$ cat src/rtl/axis_bridge_pkg.sv
// Shared definitions for the AXI-Stream bridge buffering blocks.
//   DEF_BUS_WIDTH : default tdata width
//   clog2()       : pointer-width helper usable in constant expressions
//   entry_w()     : width of one stored FIFO entry (tdata, plus tlast when
//                   AXIS_READ_FIFO_TLAST_EN is defined)
package axis_bridge_pkg;

    localparam int DEF_BUS_WIDTH = 16;

    function automatic int clog2(input int v);
        int r;
        r = 0;
        while ((1 << r) < v) r++;
        return r;
    endfunction

    function automatic int entry_w(input int bus_w);
`ifdef AXIS_READ_FIFO_TLAST_EN
        return bus_w + 1;
`else
        return bus_w;
`endif
    endfunction

endpackage

$ cat src/rtl/axis_read_fifo_if.sv
// Handshake/data bundle between an AXIS source, axis_read_fifo and the
// downstream consumer.
//   slave  : the FIFO's view (upstream tvalid/tdata and downstream ready in,
//            tready/valid/data/level/overflow out)
//   master : the environment's view (mirror of slave)
// With AXIS_READ_FIFO_TLAST_EN defined the bundle also carries i_tlast,
// o_last and o_packets.
interface axis_read_fifo_if
    import axis_bridge_pkg::*;
#(
    parameter int BUS_WIDTH = DEF_BUS_WIDTH,
    parameter int DEPTH     = 4
);
    localparam int PTR_W = clog2(DEPTH);

    logic                 i_tvalid;
    logic                 o_tready;
    logic [BUS_WIDTH-1:0] i_data_bus;
    logic                 o_valid;
    logic                 i_ready;
    logic [BUS_WIDTH-1:0] o_data;
    logic [PTR_W:0]       o_level;
    logic                 o_overflow;
`ifdef AXIS_READ_FIFO_TLAST_EN
    logic                 i_tlast;
    logic                 o_last;
    logic [PTR_W:0]       o_packets;

    modport slave  (input  i_tvalid, i_data_bus, i_ready, i_tlast,
                    output o_tready, o_valid, o_data, o_level, o_overflow, o_last, o_packets);
    modport master (output i_tvalid, i_data_bus, i_ready, i_tlast,
                    input  o_tready, o_valid, o_data, o_level, o_overflow, o_last, o_packets);
`else
    modport slave  (input  i_tvalid, i_data_bus, i_ready,
                    output o_tready, o_valid, o_data, o_level, o_overflow);
    modport master (output i_tvalid, i_data_bus, i_ready,
                    input  o_tready, o_valid, o_data, o_level, o_overflow);
`endif

endinterface

$ cat src/rtl/axis_fifo_mem.sv
// Simple dual-port register array for the FIFO storage.
//   i_clk                         : write clock
//   i_wr_en, i_wr_addr, i_wr_data : synchronous write port
//   i_rd_addr -> o_rd_data        : asynchronous read port
// Storage is not reset; contents are only observed after being written.
module axis_fifo_mem
    import axis_bridge_pkg::*;
#(
    parameter int WIDTH = DEF_BUS_WIDTH,
    parameter int DEPTH = 4,
    parameter int AW    = 2
) (
    input  logic             i_clk,
    input  logic             i_wr_en,
    input  logic [AW-1:0]    i_wr_addr,
    input  logic [WIDTH-1:0] i_wr_data,
    input  logic [AW-1:0]    i_rd_addr,
    output logic [WIDTH-1:0] o_rd_data
);
    logic [WIDTH-1:0] mem [DEPTH];

    always_ff @(posedge i_clk) begin
        if (i_wr_en) mem[i_wr_addr] <= i_wr_data;
    end

    assign o_rd_data = mem[i_rd_addr];

endmodule

$ cat src/rtl/axis_read_fifo.sv
// AXI-Stream reader with a DEPTH-entry first-word-fall-through buffer.
//   i_clk, i_areset : clock, asynchronous active-high reset
//   bus (slave)     : i_tvalid/o_tready/i_data_bus upstream,
//                     o_valid/i_ready/o_data downstream,
//                     o_level occupancy, o_overflow sticky overrun flag
// Optional: AXIS_READ_FIFO_TLAST_EN stores tlast with each beat and adds
// o_last (head tlast) and o_packets (buffered beats carrying tlast).
module axis_read_fifo
    import axis_bridge_pkg::*;
#(
    parameter int BUS_WIDTH = DEF_BUS_WIDTH,
    parameter int DEPTH     = 4
) (
    input logic             i_clk,
    input logic             i_areset,
    axis_read_fifo_if.slave bus
);
    localparam int             PTR_W    = clog2(DEPTH);
    localparam int             ENT_W    = entry_w(BUS_WIDTH);
    localparam logic [PTR_W:0] FULL_LVL = (PTR_W+1)'(DEPTH);
    localparam logic [PTR_W:0] LVL_ONE  = (PTR_W+1)'(1);
    localparam logic [PTR_W-1:0] PTR_ONE = PTR_W'(1);

    logic [PTR_W-1:0]     wr_ptr, rd_ptr;
    logic [PTR_W:0]       level, level_next;
    logic                 tready_q, ovf_q;
    logic [BUS_WIDTH-1:0] last_data;
    logic [ENT_W-1:0]     wr_ent, rd_ent;
    logic                 push, pop, not_empty;

    assign not_empty = (level != '0);
    assign push      = bus.i_tvalid & tready_q;
    assign pop       = not_empty & bus.i_ready;

    always_comb begin
        level_next = level;
        if (push && !pop)      level_next = level + LVL_ONE;
        else if (pop && !push) level_next = level - LVL_ONE;
    end

`ifdef AXIS_READ_FIFO_TLAST_EN
    assign wr_ent = {bus.i_tlast, bus.i_data_bus};
`else
    assign wr_ent = bus.i_data_bus;
`endif

    axis_fifo_mem #(.WIDTH(ENT_W), .DEPTH(DEPTH), .AW(PTR_W)) u_mem (
        .i_clk     (i_clk),
        .i_wr_en   (push),
        .i_wr_addr (wr_ptr),
        .i_wr_data (wr_ent),
        .i_rd_addr (rd_ptr),
        .o_rd_data (rd_ent)
    );

    always_ff @(posedge i_clk or posedge i_areset) begin
        if (i_areset) begin
            wr_ptr    <= '0;
            rd_ptr    <= '0;
            level     <= '0;
            tready_q  <= 1'b0;
            ovf_q     <= 1'b0;
            last_data <= '0;
        end else begin
            if (push) wr_ptr <= wr_ptr + PTR_ONE;
            if (pop) begin
                rd_ptr    <= rd_ptr + PTR_ONE;
                last_data <= rd_ent[BUS_WIDTH-1:0];
            end
            level <= level_next;
            // Registered from the next occupancy, so i_ready never reaches
            // o_tready combinationally and a full FIFO never accepts.
            tready_q <= (level_next < FULL_LVL);
            if (bus.i_tvalid && !tready_q && level == FULL_LVL) ovf_q <= 1'b1;
        end
    end

    assign bus.o_tready   = tready_q;
    assign bus.o_valid    = not_empty;
    // Empty FIFO shows the last popped beat rather than stale storage.
    assign bus.o_data     = not_empty ? rd_ent[BUS_WIDTH-1:0] : last_data;
    assign bus.o_level    = level;
    assign bus.o_overflow = ovf_q;

`ifdef AXIS_READ_FIFO_TLAST_EN
    logic           head_last;
    logic [PTR_W:0] pkt_q;

    assign head_last = not_empty & rd_ent[ENT_W-1];

    always_ff @(posedge i_clk or posedge i_areset) begin
        if (i_areset) begin
            pkt_q <= '0;
        end else begin
            case ({push & bus.i_tlast, pop & head_last})
                2'b10:   pkt_q <= pkt_q + LVL_ONE;
                2'b01:   pkt_q <= pkt_q - LVL_ONE;
                default: pkt_q <= pkt_q;
            endcase
        end
    end

    assign bus.o_last    = head_last;
    assign bus.o_packets = pkt_q;
`endif

endmodule

$ cat src/flat_wrapper.sv
// flat-port wrapper written by rule: the top's interface ports become plain ports
module axis_read_fifo_flat import axis_bridge_pkg::*;
#(
    parameter int BUS_WIDTH = DEF_BUS_WIDTH,
    parameter int DEPTH     = 4
)
  (i_clk, i_areset, bus_i_tvalid, bus_i_data_bus, bus_i_ready, bus_o_tready, bus_o_valid, bus_o_data, bus_o_level, bus_o_overflow);
  axis_read_fifo_if #(.BUS_WIDTH(BUS_WIDTH), .DEPTH(DEPTH)) bus_i ();
  input logic i_clk;
  input logic i_areset;
  input wire logic [$bits(bus_i.i_tvalid)-1:0] bus_i_tvalid;
  input wire logic [$bits(bus_i.i_data_bus)-1:0] bus_i_data_bus;
  input wire logic [$bits(bus_i.i_ready)-1:0] bus_i_ready;
  output wire logic [$bits(bus_i.o_tready)-1:0] bus_o_tready;
  output wire logic [$bits(bus_i.o_valid)-1:0] bus_o_valid;
  output wire logic [$bits(bus_i.o_data)-1:0] bus_o_data;
  output wire logic [$bits(bus_i.o_level)-1:0] bus_o_level;
  output wire logic [$bits(bus_i.o_overflow)-1:0] bus_o_overflow;
  assign bus_i.i_tvalid = bus_i_tvalid;
  assign bus_i.i_data_bus = bus_i_data_bus;
  assign bus_i.i_ready = bus_i_ready;
  assign bus_o_tready = bus_i.o_tready;
  assign bus_o_valid = bus_i.o_valid;
  assign bus_o_data = bus_i.o_data;
  assign bus_o_level = bus_i.o_level;
  assign bus_o_overflow = bus_i.o_overflow;
  axis_read_fifo #(.BUS_WIDTH(BUS_WIDTH), .DEPTH(DEPTH)) u_core (.i_clk(i_clk), .i_areset(i_areset), .bus(bus_i));
endmodule
$ cat config.mk
export PLATFORM = sky130hd
export DESIGN_NAME = axis_read_fifo_flat
export DESIGN_NICKNAME = d
export VERILOG_FILES = /design/src/rtl/axis_bridge_pkg.sv /design/src/rtl/axis_read_fifo_if.sv /design/src/rtl/axis_fifo_mem.sv /design/src/rtl/axis_read_fifo.sv /design/src/flat_wrapper.sv
export SDC_FILE = /design/constraint.sdc
export NUM_CORES = 1
export LEC_CHECK = 0
export BUFFER_PORTS_ARGS = -buffer_cell sky130_fd_sc_hd__buf_2
export CAP_MARGIN = 20
export CORE_MARGIN = 2
export CORE_UTILIZATION = 50
export CTS_BUF_LIST = sky130_fd_sc_hd__clkbuf_16
export CTS_CLUSTER_SIZE = 24
export DETAILED_ROUTE_END_ITERATION = 6
export GPL_ROUTABILITY_DRIVEN = 1
export GPL_TIMING_DRIVEN = 0
export PLACE_DENSITY = 0.77
export SYNTH_ARGS = -nofsm -noshare
export SYNTH_HDL_FRONTEND = slang
export SYNTH_SLANG_ARGS = --single-unit
$ cat constraint.sdc
create_clock -name i_clk -period 3.1 [get_ports i_clk]
set_clock_uncertainty 0.2 [all_clocks]
set_input_delay 0.31 -clock i_clk [delete_from_list [all_inputs] [get_ports i_clk]]
set_output_delay 0.31 -clock i_clk [all_outputs]
set_load 0.01 [all_outputs]
## After elaboration in Yosys (flattened, before gate mapping)

Memories as Yosys holds them, arrays and structs flattened.
Index checks and enable logic that the tools add are counted.

- Add/sub/neg operators: 4
- Multipliers: 0
- Divide/modulo/power cells: 0
- Order comparisons: 1
- Equal/unequal tests: 1
- Shifts and indexed selects: 0
- Multiplexer cells: 5
- Bitwise operators: 2
- Reduce and logical (&&, ||, !) cells: 8

Operator list:

| operator | count |
|---|---|
| 16-bit 2-to-1 mux | 1 |
| 3-bit 2-to-1 mux | 2 |
| 2-bit by 1-bit adder with 2-bit output, second input constant | 2 |
| 1-bit logical AND | 4 |
| 3-bit by 1-bit adder with 3-bit output, second input constant | 1 |
| 3-bit == test, second input constant | 1 |
| 1-bit logical NOT | 3 |
| 3-bit less-than comparator, second input constant | 1 |
| 3-bit nonzero test | 1 |
| 3-bit by 1-bit subtractor with 3-bit output, second input constant | 1 |
| 1-bit bitwise AND | 2 |
| 1-bit 2-to-1 mux | 2 |

- Flip-flop bits (word level): 25
- Latch bits: 0
- Memory bits (writable): 64
- ROM bits: 0
- Input bits: 20
- Output and inout port bits: 22
- Word-level logic and storage cells: 28
- Memories kept: 1

Memories:

| memory | words | bits a word | read ports | clocked after memory_dff | wr ports | RTL line | text |
|---|---|---|---|---|---|---|---|
| u_core.u_mem.mem | 4 | 16 | 1 | 0 | 1 | axis_fifo_mem.sv:20 | `logic [WIDTH-1:0] mem [DEPTH];` |

## Longest topological paths before layout

- Depth in word-level cells: 6
- Gate-level depth with buffers: 11
- Gate-level depth less buffers: 9

## Hierarchy

A second synthesis with hierarchy kept.

- Cells, all modules: 187
- Area total of the unflattened synthesis: 3701.0 um^2

By module, submodules not included:

| module | instances | cells each | area an instance (um^2) | seq. area each (um^2) |
|---|---|---|---|---|
| axis_fifo_mem | 1 | 88 | 2377.3 | 1921.8 |
| axis_read_fifo | 1 | 99 | 1323.8 | 625.6 |

## Worst setup path after synthesis

Ideal clock, no wire load.

- Path type: register -> register
- From: register u_core.level[0] (netlist: u_core.bus.o_level[0])
- To: register with a tool-made name
- Setup time: 121 ps
- Arrival time: 2068 ps
- Required time: 2779 ps
- Slack: 711 ps
- Cell stages (with the launch flop): 12
- Path buffers: 2
- Clock period less this slack: 2389 ps
- Cell sequence: dfrtp_1 > inv_1 > ha_1 > nand2b_1 > buf_4 > nand2_4 > buf_4 > inv_1 > ha_1 > nor2b_1 > a221o_1 > a22o_1

RTL lines:

| what | RTL line | text |
|---|---|---|
| start, declared | axis_read_fifo.sv:25 | `logic [PTR_W:0] level, level_next;` |
| start signal, assigned | axis_read_fifo.sv:70 | `level <= level_next;` |

## Worst setup path in the final report

- From: register u_core.rd_ptr[1]
- To: output bus_o_data[8]

- Longest elaborated chain between the ends: 2

RTL lines:

| what | RTL line | text |
|---|---|---|
| start, declared | axis_read_fifo.sv:24 | `logic [PTR_W-1:0] wr_ptr, rd_ptr;` |
| start signal, assigned | axis_read_fifo.sv:67 | `rd_ptr <= rd_ptr + PTR_ONE;` |
| memory 4 x 16 bit | - |  |
| 16-bit 2-to-1 mux | axis_read_fifo.sv:81 | `assign bus.o_data = not_empty ? rd_ent[BUS_WIDTH-1:0] : last_data;` |
| end, declared | flat_wrapper.sv:16 | `output wire logic [$bits(bus_i.o_data)-1:0] bus_o_data;` |

No other way between the ends.

==> flow_results.xml <==
<?xml version="1.0" encoding="UTF-8"?>
<metrics>
  <group name="logic_synthesis">
    <metric name="postSynthCellCount" unit="">190</metric>
    <metric name="synth.net_count" unit="">219</metric>
    <metric name="netlist_area_before_placement" unit="um^2">3687</metric>
    <metric name="yosys_warnings" unit="">0</metric>
    <metric name="yosysSeqAreaShare" unit="%">69.09</metric>
    <metric name="yosys-top-cells-area" unit="">sky130_fd_sc_hd__edfxtp_1 (52%), sky130_fd_sc_hd__dfrtp_1 (17%), sky130_fd_sc_hd__mux2_2 (9.8%), sky130_fd_sc_hd__mux4_1 (5.7%), sky130_fd_sc_hd__mux4_2 (4.9%)</metric>
    <metric name="post-synth-top-area-cell" unit="">sky130_fd_sc_hd__edfxtp_1</metric>
    <metric name="distinct_cells_synth" unit="">25</metric>
    <metric name="synth_top_cell_area_share" unit="%">52.12</metric>
    <metric name="postSynthRegisterBits" unit="">89</metric>
    <metric name="avg_inst_size_synth" unit="um^2">19.41</metric>
  </group>
  <group name="critical_path">
    <metric name="worst_path_max_fanout" unit="">10</metric>
    <metric name="worst-endpoint-required" unit="ns">2.59</metric>
    <metric name="timing_worst_setup_path_type" unit="">reg2out</metric>
    <metric name="critical_path_sink_type" unit="">output port</metric>
    <metric name="start_kind" unit="">flop</metric>
    <metric name="worst-endpoint-arrival" unit="ns">2.16</metric>
  </group>
  <group name="clocking">
    <metric name="postCtsSetupBuffers" unit="">0</metric>
    <metric name="cts_root_buf" unit="">sky130_fd_sc_hd__clkbuf_16</metric>
    <metric name="cts_tree" unit="">yes</metric>
    <metric name="post_cts_resized" unit="">0</metric>
    <metric name="deepest_clock_path_buffer_count" unit="">2</metric>
    <metric name="cts_clk_pin_slew_worst_paths" unit="ns">0.06</metric>
    <metric name="clock_sink_count" unit="">89</metric>
    <metric name="worstSkewPairLatency" unit="ns">0.33</metric>
    <metric name="cts_buffers" unit="">9</metric>
    <metric name="cts-htree-levels" unit="">3</metric>
  </group>
  <group name="place">
    <metric name="placement.setup.worst_slack" unit="ns">0.4795</metric>
    <metric name="count_of_port_buffers_added_during_placement" unit="">41</metric>
    <metric name="gp_congestion" unit="">0.6699</metric>
    <metric name="dpl.hpwl" unit="um">3910</metric>
  </group>
  <group name="detailed_routing">
    <metric name="remaining_drc_errors" unit="">0</metric>
    <metric name="post_drt_wl_per_cell" unit="um">17.16</metric>
    <metric name="num_vias" unit="">1879</metric>
    <metric name="violation_count_after_the_first_detailed_routing_iteration" unit="">109</metric>
    <metric name="antenna_left" unit="">0</metric>
    <metric name="drt_pass1_iterations" unit="">4</metric>
    <metric name="drt_wl_total" unit="um">6248</metric>
    <metric name="post_drt_via_cell_ratio" unit="">5.162</metric>
  </group>
  <group name="min_path">
    <metric name="hold_path_class" unit="">in2reg</metric>
  </group>
  <group name="grt">
    <metric name="grt_pass1_wl" unit="um">9922</metric>
    <metric name="maximum_number_of_pins_on_one_net_before_global_route_repair" unit="">26</metric>
    <metric name="vias_in_the_first_global_route" unit="">1961</metric>
    <metric name="grt_antenna_before_repair" unit="">0</metric>
    <metric name="globalRouteTotalUtil" unit="%">16.70</metric>
    <metric name="grt_overflow_total" unit="">0</metric>
  </group>
  <group name="power">
    <metric name="peakVddDrop" unit="V">0.0004766</metric>
    <metric name="power_density_over_cell_area" unit="nW/um^2">996.5</metric>
    <metric name="design_power_total" unit="mW">4.456</metric>
    <metric name="leakage" unit="nW">1.764</metric>
  </group>
  <group name="floorplan">
    <metric name="die_y" unit="um">89.88</metric>
    <metric name="die_w" unit="um">89.88</metric>
    <metric name="start_util" unit="%">51.11</metric>
    <metric name="fp.dieArea" unit="um^2">8078</metric>
    <metric name="floorplan.core_area" unit="um^2">7214</metric>
    <metric name="ios" unit="">42</metric>
    <metric name="placement_rows" unit="">31</metric>
  </group>
  <group name="cells_and_area">
    <metric name="layout.cells.most_common" unit="">sky130_fd_sc_hd__edfxtp_1</metric>
    <metric name="fin_nets" unit="">289</metric>
    <metric name="syn_to_final_growth" unit="%">21.28</metric>
    <metric name="layout.cells.most_common_list" unit="">sky130_fd_sc_hd__edfxtp_1 (64), sky130_fd_sc_hd__buf_2 (43), sky130_fd_sc_hd__mux2_2 (32)</metric>
    <metric name="layout-drive-gt1-share" unit="%">38.87</metric>
    <metric name="insertedDiodeCount" unit="">0</metric>
    <metric name="nFillCells" unit="">544</metric>
  </group>
  <group name="sta">
    <metric name="grt_setup_unrepaired" unit="">no</metric>
    <metric name="setup_tns" unit="ns">0</metric>
    <metric name="max_slew_margin" unit="%">40.51</metric>
    <metric name="final.min_clock_period" unit="ns">2.674</metric>
    <metric name="layout_setup_ws" unit="ns">0.4261</metric>
    <metric name="slew_violations" unit="">0</metric>
    <metric name="final_hold_viol_count" unit="">0</metric>
    <metric name="tightest_slew" unit="ns">0.8923</metric>
    <metric name="setup_violations" unit="">0</metric>
    <metric name="max_clock_freq" unit="MHz">374.0</metric>
    <metric name="final.period_utilization" unit="%">86.26</metric>
  </group>
  <group name="flow_run">
    <metric name="drv_cap" unit="">0</metric>
  </group>
  <group name="status">
    <metric name="outcome" unit="">complete, no violations</metric>
  </group>
</metrics>
-- where the power goes --
group | internal [mW] | total (mW) | switching, mW
Clock | 0.541 | 0.981 | 0.440
Sequential | 1.62 | 1.74 | 0.127
Combinational | 0.902 | 1.73 | 0.830
-- routing by layer --
| metal | global-route usage, % | part of all wire (%) | vias up |
|---|---|---|---|
| li1 | - | - | 888 |
| met1 | 19.35 | 41 | 942 |
| met2 | 29.48 | 54 | 41 |
| met3 | 4.275 | 3.7 | 8 |
| met4 | 7.308 | 1.6 | 0 |
| met5 | 0 | 0 | - |
-- what timing repair did --
item / CTS / global route
endpoints found under the hold margin: 61 / 12
endpoints found under the setup margin: 0 / 0
hold buffers: 16 / 1
-- sequential cells by signal, summed over array words and instances (netlist names), named ones only --
| name | flops |
|---|---|
| u_core.last_data | 16 |
| u_core.u_mem.mem | 64 |
| u_core.bus.o_level | 2 |
| u_core.rd_ptr | 2 |
| u_core.bus.o_overflow | 1 |
| u_core.bus.o_tready | 1 |
| u_core.wr_ptr | 2 |
-- Yosys cell counts --
cell and instances:
sky130_fd_sc_hd__a41o_1 1, sky130_fd_sc_hd__dfrtp_1 25, sky130_fd_sc_hd__nand2b_1 1, sky130_fd_sc_hd__buf_6 1
sky130_fd_sc_hd__buf_2 2, sky130_fd_sc_hd__a221o_1 1, sky130_fd_sc_hd__edfxtp_1 64, sky130_fd_sc_hd__nor2_1 2
sky130_fd_sc_hd__mux2i_1 1, sky130_fd_sc_hd__a22o_1 2, sky130_fd_sc_hd__mux4_1 8, sky130_fd_sc_hd__inv_1 10
sky130_fd_sc_hd__mux2_2 32, sky130_fd_sc_hd__buf_12 1, sky130_fd_sc_hd__nand3_1 2, sky130_fd_sc_hd__nor2b_1 1
sky130_fd_sc_hd__ha_1 9, sky130_fd_sc_hd__xnor2_1 4, sky130_fd_sc_hd__nand2_1 4, sky130_fd_sc_hd__nand2_4 1
sky130_fd_sc_hd__clkbuf_1 1, sky130_fd_sc_hd__buf_4 2, sky130_fd_sc_hd__o21ai_0 3, sky130_fd_sc_hd__and3_1 4
sky130_fd_sc_hd__mux4_2 8
-- path summary, 6_finish.rpt --
check | startpoint | endpoint | slack [ns] | depth (start not counted)
setup / recovery | u_core.rd_ptr[1] | bus_o_data[8] | 0.43 | 5
hold / removal | bus_i_ready | u_core.rd_ptr[1] | 0.09 | 3
setup reg to reg | u_core.bus.o_level[0] | flop | 0.52 | 11
hold reg to reg | u_core.bus.o_overflow | u_core.bus.o_overflow | 0.26 | 1
max in group asynchronous | i_areset | u_core.last_data[12] | 1.86 | 4
min in group asynchronous | i_areset | u_core.last_data[15] | 0.35 | 3
-- per-stage QoR --
step,instance area [um^2],util [%],hold slack [ns],instances
after global routing,4472,61.98,0.1169,364
final,4472,61.98,0.09259,364
after global placement,4016,55.67,0.2443,330
after CTS,4447,61.64,0.04624,362
after detailed placement,4016,55.67,0.2529,330
after floorplan,3687,-,0.1373,190
-- critical path, cell delays in order, from the launching register on --
cell and delay (ns):
sky130_fd_sc_hd__dfrtp_1 0.32, sky130_fd_sc_hd__clkbuf_1 0.37, sky130_fd_sc_hd__buf_2 0.35, sky130_fd_sc_hd__mux4_2 0.36
sky130_fd_sc_hd__mux2_2 0.29, sky130_fd_sc_hd__buf_2 0.14
-- area by class of cell --
type	instances	area, um^2	share of cell area, %
multi-input cells	84	1042	23.31
flip-flops and latches	89	2547	56.97
well taps	99	123.9	2.770
clock buffers	9	225.2	5.036
clock inverters	7	45.04	1.007
inverters	10	37.54	0.8394
repair buffers	59	390.4	8.730
plain buffers	7	60.06	1.343
-- cells by family (layout without fill, tap and decap cells) --
family                     after synthesis  in the layout  synth area share [%]
AOI/OAI and AO/OA                        7              7                 1.425
and+or+nand+nor                         15             15                 2.206
muxes                                   49             49                 20.63
DFF                                     89             89                 69.09
adders and majority gates                9              9                 3.054
buffers and inverters                   17             92                 2.647
xor gates and xnor gates                 4              4                0.9500
Power figures use the tool's default switching activity.
